### src/rtl/render_pkg.sv
// Shared types and constants for the render scheduler.
package render_pkg;
  localparam int MAX_PTS = 64;

  typedef logic [7:0]  coord_t;
  typedef logic [23:0] rgb_t;

  typedef enum logic [2:0] {
    IDLE, CLEAR, POINTS, SEG_ISSUE, SEG_WAIT, FIN
  } state_t;

  localparam rgb_t BLACK = 24'h000000;
  localparam rgb_t WHITE = 24'hFFFFFF;
endpackage

### src/rtl/render_fb_mux.sv
// Framebuffer port: registered sequencer write plus registered select that passes
// the rasterizer's writes straight through while a segment is being drawn.
module render_fb_mux (
  input  logic        clk,
  input  logic        rst,
  input  logic        sel_ras_d_i,
  input  logic        seq_we_d_i,
  input  logic [7:0]  seq_x_d_i,
  input  logic [7:0]  seq_y_d_i,
  input  logic [23:0] seq_rgb_d_i,
  input  logic        ras_we_i,
  input  logic [7:0]  ras_x_i,
  input  logic [7:0]  ras_y_i,
  input  logic [23:0] ras_rgb_i,
  output logic        fb_we_o,
  output logic [7:0]  fb_x_o,
  output logic [7:0]  fb_y_o,
  output logic [23:0] fb_rgb_o
);
  logic        sel_q;
  logic        we_q;
  logic [7:0]  x_q, y_q;
  logic [23:0] rgb_q;

  always_ff @(posedge clk) begin
    if (rst) begin
      sel_q <= 1'b0;
      we_q  <= 1'b0;
      x_q   <= '0;
      y_q   <= '0;
      rgb_q <= '0;
    end else begin
      sel_q <= sel_ras_d_i;
      we_q  <= seq_we_d_i;
      x_q   <= seq_x_d_i;
      y_q   <= seq_y_d_i;
      rgb_q <= seq_rgb_d_i;
    end
  end

  always_comb begin
    fb_we_o  = we_q;
    fb_x_o   = x_q;
    fb_y_o   = y_q;
    fb_rgb_o = rgb_q;
    if (sel_q) begin
      fb_we_o  = ras_we_i;
      fb_x_o   = ras_x_i;
      fb_y_o   = ras_y_i;
      fb_rgb_o = ras_rgb_i;
    end
  end
endmodule

### src/rtl/render_sched.sv
// Frame sequencer: optional background clear, point plotting, then path segments
// handed to an external line rasterizer. Clear phase built only with RENDER_SCHED_CLEAR_EN.
module render_sched import render_pkg::*; #(
  parameter int          NPTS      = 64,
  parameter logic [23:0] CLR_COLOR = WHITE
) (
  input  logic               clk,
  input  logic               rst,
  input  logic               start,
  input  logic [6:0]         num_pts,
  input  logic [NPTS*8-1:0]  xs,
  input  logic [NPTS*8-1:0]  ys,
  input  logic [NPTS*6-1:0]  path,
  output logic               ln_valid,
  input  logic               ln_ready,
  output logic [7:0]         ln_x0,
  output logic [7:0]         ln_y0,
  output logic [7:0]         ln_x1,
  output logic [7:0]         ln_y1,
  output logic [7:0]         ln_b,
  input  logic               ln_done,
  input  logic               ras_we,
  input  logic [7:0]         ras_x,
  input  logic [7:0]         ras_y,
  input  logic [23:0]        ras_rgb,
  output logic               fb_we,
  output logic [7:0]         fb_x,
  output logic [7:0]         fb_y,
  output logic [23:0]        fb_rgb,
  output logic               busy,
  output logic               done
);
  state_t     state_q, state_d;
  logic [6:0] n_q, n_d, n_start;
  logic [5:0] i_q, i_d, k_q, k_d;
`ifdef RENDER_SCHED_CLEAR_EN
  logic [15:0] cnt_q, cnt_d;
`endif

  logic   seq_we;
  coord_t seq_x, seq_y;
  rgb_t   seq_rgb;
  logic   ld_seg;
  logic [5:0] pa, pb;
  coord_t x0_q, y0_q, x1_q, y1_q, b_q;

  function automatic coord_t pt_x(input logic [5:0] idx);
    return xs[int'(idx)*8 +: 8];
  endfunction

  function automatic coord_t pt_y(input logic [5:0] idx);
    return ys[int'(idx)*8 +: 8];
  endfunction

  function automatic logic [5:0] path_at(input logic [5:0] idx);
    return path[int'(idx)*6 +: 6];
  endfunction

  assign n_start = (num_pts > 7'(NPTS)) ? 7'(NPTS) : num_pts;

  always_comb begin
    state_d = state_q;
    n_d     = n_q;
    i_d     = i_q;
    k_d     = k_q;
`ifdef RENDER_SCHED_CLEAR_EN
    cnt_d   = cnt_q;
`endif
    case (state_q)
      IDLE: if (start) begin
        n_d = n_start;
        i_d = '0;
        k_d = '0;
`ifdef RENDER_SCHED_CLEAR_EN
        cnt_d   = '0;
        state_d = CLEAR;
`else
        state_d = (n_start == 7'd0) ? FIN : POINTS;
`endif
      end
`ifdef RENDER_SCHED_CLEAR_EN
      CLEAR: begin
        cnt_d = cnt_q + 16'd1;
        if (cnt_q == 16'hFFFF) state_d = (n_q == 7'd0) ? FIN : POINTS;
      end
`endif
      POINTS: begin
        if ({1'b0, i_q} == n_q - 7'd1) begin
          state_d = (n_q <= 7'd1) ? FIN : SEG_ISSUE;
          k_d     = '0;
        end else begin
          i_d = i_q + 6'd1;
        end
      end
      SEG_ISSUE: if (ln_ready) state_d = SEG_WAIT;
      // ln_done is only honoured here, so a pulse coincident with the transfer is lost
      SEG_WAIT: if (ln_done) begin
        if ({1'b0, k_q} + 7'd1 == n_q - 7'd1) begin
          state_d = FIN;
        end else begin
          k_d     = k_q + 6'd1;
          state_d = SEG_ISSUE;
        end
      end
      FIN:     state_d = IDLE;
      default: state_d = IDLE;
    endcase
  end

  // Sequencer write is computed for the upcoming state so fb_we lines up with it
  always_comb begin
    seq_we  = 1'b0;
    seq_x   = '0;
    seq_y   = '0;
    seq_rgb = BLACK;
    if (state_d == POINTS) begin
      seq_we = 1'b1;
      seq_x  = pt_x(i_d);
      seq_y  = pt_y(i_d);
    end
`ifdef RENDER_SCHED_CLEAR_EN
    if (state_d == CLEAR) begin
      seq_we  = 1'b1;
      seq_x   = cnt_d[15:8];
      seq_y   = cnt_d[7:0];
      seq_rgb = CLR_COLOR;
    end
`endif
  end

  always_ff @(posedge clk) begin
    if (rst) begin
      state_q <= IDLE;
      n_q     <= '0;
      i_q     <= '0;
      k_q     <= '0;
`ifdef RENDER_SCHED_CLEAR_EN
      cnt_q   <= '0;
`endif
    end else begin
      state_q <= state_d;
      n_q     <= n_d;
      i_q     <= i_d;
      k_q     <= k_d;
`ifdef RENDER_SCHED_CLEAR_EN
      cnt_q   <= cnt_d;
`endif
    end
  end

  // Endpoints are captured on entry to SEG_ISSUE and held through any stall
  assign ld_seg = (state_d == SEG_ISSUE) && (state_q != SEG_ISSUE);
  assign pa     = path_at(k_d);
  assign pb     = path_at(k_d + 6'd1);

  always_ff @(posedge clk) begin
    if (rst) begin
      x0_q <= '0;
      y0_q <= '0;
      x1_q <= '0;
      y1_q <= '0;
      b_q  <= '0;
    end else if (ld_seg) begin
      x0_q <= pt_x(pa);
      y0_q <= pt_y(pa);
      x1_q <= pt_x(pb);
      y1_q <= pt_y(pb);
      b_q  <= {k_d, 2'b00};
    end
  end

  assign ln_valid = (state_q == SEG_ISSUE);
  assign ln_x0    = x0_q;
  assign ln_y0    = y0_q;
  assign ln_x1    = x1_q;
  assign ln_y1    = y1_q;
  assign ln_b     = b_q;
  assign busy     = (state_q != IDLE);
  assign done     = (state_q == FIN);

  render_fb_mux u_fb_mux (
    .clk         (clk),
    .rst         (rst),
    .sel_ras_d_i (state_d == SEG_WAIT),
    .seq_we_d_i  (seq_we),
    .seq_x_d_i   (seq_x),
    .seq_y_d_i   (seq_y),
    .seq_rgb_d_i (seq_rgb),
    .ras_we_i    (ras_we),
    .ras_x_i     (ras_x),
    .ras_y_i     (ras_y),
    .ras_rgb_i   (ras_rgb),
    .fb_we_o     (fb_we),
    .fb_x_o      (fb_x),
    .fb_y_o      (fb_y),
    .fb_rgb_o    (fb_rgb)
  );
endmodule

### config.mk
export PLATFORM = sky130hd
export DESIGN_NAME = render_sched
export DESIGN_NICKNAME = d
export VERILOG_FILES = /design/src/rtl/render_pkg.sv /design/src/rtl/render_fb_mux.sv /design/src/rtl/render_sched.sv
export SDC_FILE = /design/constraint.sdc
export NUM_CORES = 2
export LEC_CHECK = 0
export ABC_AREA = 1
export BUFFER_PORTS_ARGS = -buffer_cell sky130_fd_sc_hd__buf_4
export CAP_MARGIN = 20
export CORE_AREA = 5 5 592 594
export DETAILED_ROUTE_END_ITERATION = 6
export DIE_AREA = 0 0 597 599
export GPL_ROUTABILITY_DRIVEN = 0
export MAX_ROUTING_LAYER = met4
export PLACE_DENSITY = 0.3
export SYNTH_ARGS = -nofsm -noshare
export SYNTH_HDL_FRONTEND = slang
export SYNTH_SLANG_ARGS = --single-unit
export TNS_END_PERCENT = 10
### constraint.sdc
create_clock -name clk -period 16.4 [get_ports clk]
set_input_delay 0.82 -clock clk [delete_from_list [all_inputs] [get_ports clk]]
set_output_delay 0.82 -clock clk [all_outputs]
set_load 0.01 [all_outputs]
==> summary.md <==
| Metric | Value |
|---|---|
| Largest net degree at the start of global routing | `~200` |
| Total power | `0.00244 W` |
| CP Class | `reg -> reg` |
| Synth area leaders | `nand3_1 36%, nand2_1 14%, o21ai_0 11%, inv_1 11%, a21oi_1 6.5%` |
| Dpl cells | `between 10,000 and 15,000` |
| Seq/Total Area, Yosys | `3.41%` |
| Worst-path maximum fanout | `between 150 and 200` |
| Mapped Area | `about 46,000 um^2` |
| Multi-input logic area | `between 30,000 and 40,000 um^2` |
| Critical path endpoint | `ln_x1[4]` |
| RSZ-0062 raised after global routing | `false` |
| FF-to-FF setup slack | `5.65 ns` |
| FF+latch count, synth | `between 70 and 80` |
| Worst Path Arrival | `around 11 ns` |
| Setup TNS | `0 ns` |
| WHS | `between 0.4 and 0.5 ns` |
| Final count of hold timing violations | `0` |
| Initial antenna violation count | `around 250` |
| Routed vias | `about 73,000` |
| WP buf/inv | `6` |
| Hpwl dp | `approximately 380,000 um` |
| Top FF cell, synth | `dfxtp_1` |
| Critical Path Start Type | `flip-flop` |
| Wirelength per Cell | `roughly 32 um` |
| TritonCTS buffer count | `9` |
| Total number of yosys warnings | `0` |
| Synthesized instance count | `around 9,500` |
| Clock insertion delay at the later pin of the skew report | `~0.43 ns` |
| Die area | `358,000 um^2` |
| Share of layout cells above drive strength 1 | `between 15 and 20%` |
| Area Overhead vs Synth | `32.7%` |
| Gates resized, CTS repair | `0` |
| Fill count | `~41,000` |
| Global-route wire length before repair | `between 600,000 and 700,000 um` |
| Endpoints failing setup | `0` |
| Total GRT Usage | `approximately a quarter` |
| Worst-margin pin slew | `approximately 1.3 ns` |
| Buffer count from post-CTS setup fixing | `0` |
| Final ANT Viol Nets | `0` |
| Cell depth of the worst setup path | `32` |
| Leading area contributor after synthesis | `nand3_1` |
| Synth unique cells | `47` |
| Worst Setup SP | `k_q[0]` |
| Slowest-stage cell, CP | `buf_4` |
| Non-Filler Instances | `~15,000` |
| Top-count cell post-synth | `nand3_1` |
| Reg2reg end | `ln_x1[4]` |
| Row cnt | `216` |
| Detailed Route Iter0 Violations | `7,922` |
| Highest clock rate | `slightly above 90 MHz` |
| Clock Path Buffers | `2` |
| I/O pins | `1,545` |
| Port Buffer Count | `approximately 1,500` |
| CTS root buf | `clkbuf_16` |
| Reg clk slew, reported paths | `approximately 0.1 ns` |
| Post-Route WL | `roughly 480,000 um` |
| Core area | `around 340,000 um^2` |
| Syn Area/Cell | `approximately 4.8 um^2` |
| Register Area | `1560 um^2` |
| Top cells by count, synth | `3,284 x nand3_1, 1,739 x nand2_1, 1,292 x inv_1` |
| CTS H-Tree Depth | `3` |
| Final Max Slew Viols | `0` |
| Die W | `between 500 and 600 um` |
| HP Class | `reg -> reg` |
| Die height | `roughly 600 um` |
| Fin crit period | `~11 ns` |
| Path depth of the worst reg2reg path | `32` |
| Grt ovf | `0` |
| EDFF count, synth | `0` |
| Vias in the first global route | `just under 70,000` |
| Status | `complete, no violations` |
| CTS Sinks | `about 80` |
| Final #Nets | `around 12,000` |
| Hold_buf cts | `0` |
| CTS tree | `done` |
| Cell mode on critical path | `nand3_1` |
| Leakage power | `about 30 nW` |
| Initial cell density of the core | `between 10% and 20%` |
| FF-to-FF Start | `k_q[0]` |
| Drt first pass iters | `7` |
| Maximum VDD drop | `0.0000582 V` |
| Endpoint class of the critical path | `flip-flop` |
| Max Cap Violations | `0` |
| Vias per cell | `4.82` |
| Post-synthesis async set-or-reset flop share | `0%` |
| PwrDens | `between 40 and 50 nW/um^2` |
| Worst Skew | `roughly 0.022 ns` |
| Post-route DRC | `0` |
| Data required time of the worst path | `between 15 and 20 ns` |
| Slew headroom | `13.3%` |
| Area fraction of the dominant cell type after synthesis | `about 36%` |
| Slowest stage delay, CP | `between 0.9 and 1 ns` |
| Delay-heaviest family, CP | `simple AND/OR/NAND/NOR gates` |
| Crit share post-route | `65.5%` |
==> metal layers <==
layer	track usage [%]	vias to the layer above	share of wire (%)
li1	-	33700	-
met4	11.5	0	4.8
met2	41.5	3523	46
met1	30.8	34900	40
met5	-	-	0
met3	7.88	469	9.1
==> report_power, final <==
group / switching (W) / internal [W]
clock network: 0.000138 / 0.000121
registers: 0.0000112 / 0.000198
logic: 0.00133 / 0.000634
==> how the worst min path moves through the flow <==
| stage | start | to | slack (ns) | cells past startpoint |
|---|---|---|---|---|
| 6_report | ln_b[4] | ln_b[4] | 0.49 | 2 |
| 5_1_grt | ln_b[5] | ln_b[5] | 0.53 | 2 |
| 4_1_cts | ln_b[4] | ln_b[4] | 0.48 | 2 |
| 3_5_place_dp | ln_b[4] | ln_b[4] | 0.46 | 2 |
| 3_3_place_gp | ln_b[4] | ln_b[4] | 0.46 | 2 |
| 2_1_floorplan | n_q[6] | n_q[6] | 0.46 | 2 |
==> layout by cell type, fill, tap and decap left out, types with 6 or more instances in the layout <==
cell type	instances
o311ai_1	8
buf_4	1660
a211oi_1	29
nand2_2	13
nand2_4	11
nor3_1	15
a21oi_1	592
diode_2	198
inv_2	18
nand3_1	3282
nor2_1	173
nand2_8	6
clkbuf_16	9
dfxtp_1	77
nand3b_1	19
o211ai_1	213
inv_1	1284
buf_12	13
mux2_2	17
inv_8	6
o21ai_0	1010
nand2_1	1730
o21ai_1	15
o21ai_4	6
==> registers in the layout, summed over array words and instances, names as in the netlist <==
name	count
ln_x0	8
ln_x1	8
ln_y0	8
state_q	3
ln_b	6
ln_y1	8
u_fb_mux.y_q	8
i_q	6
u_fb_mux.sel_q	1
u_fb_mux.x_q	8
k_q	6
u_fb_mux.we_q	1
n_q	7
==> stage by stage <==
| stage | setup slack [ns] | area, um^2 | utilization (%) |
|---|---|---|---|
| after floorplan | 10.91 | 45800 | - |
| after global placement | 5.81 | 59900 | 17.4 |
| after detailed placement | 5.74 | 59900 | 17.4 |
| after CTS | 5.66 | 60200 | 17.5 |
| after global routing | 4.91 | 60700 | 17.6 |
| final | 5.65 | 60700 | 17.6 |
==> logic make-up (layout without fill, tap and decap cells) <==
logic type                 Yosys count  in the layout  synth area share, %
AOI/OAI and AO/OA                 1887           1887                 22.2
DFF                                 78             78                 3.41
other                                1            200              0.00820
adders and majority gates            5              5                0.137
and+or+nand+nor                   5274           5274                 52.8
xor gates and xnor gates             7              7                0.150
buffers and inverters             2240           3004                 20.9
muxes                               17             17                0.418
==> cell type report <==
cell class	count	share of cell area, %
flip-flops and latches	78	2.57
repair buffers	1673	21.0
diodes	198	0.816
inverters	1315	8.23
clock buffers	9	0.371
clock inverters	7	0.132
multi-input cells	7192	57.5
well taps	4578	9.43
==> tightest hold or removal path, cell delays in order (launching register included) <==
cell and delay (ns):
dfxtp_1 0.33, nand2_1 0.06, a21oi_1 0.05
No activity file was read; power rests on OpenSTA's default activity.
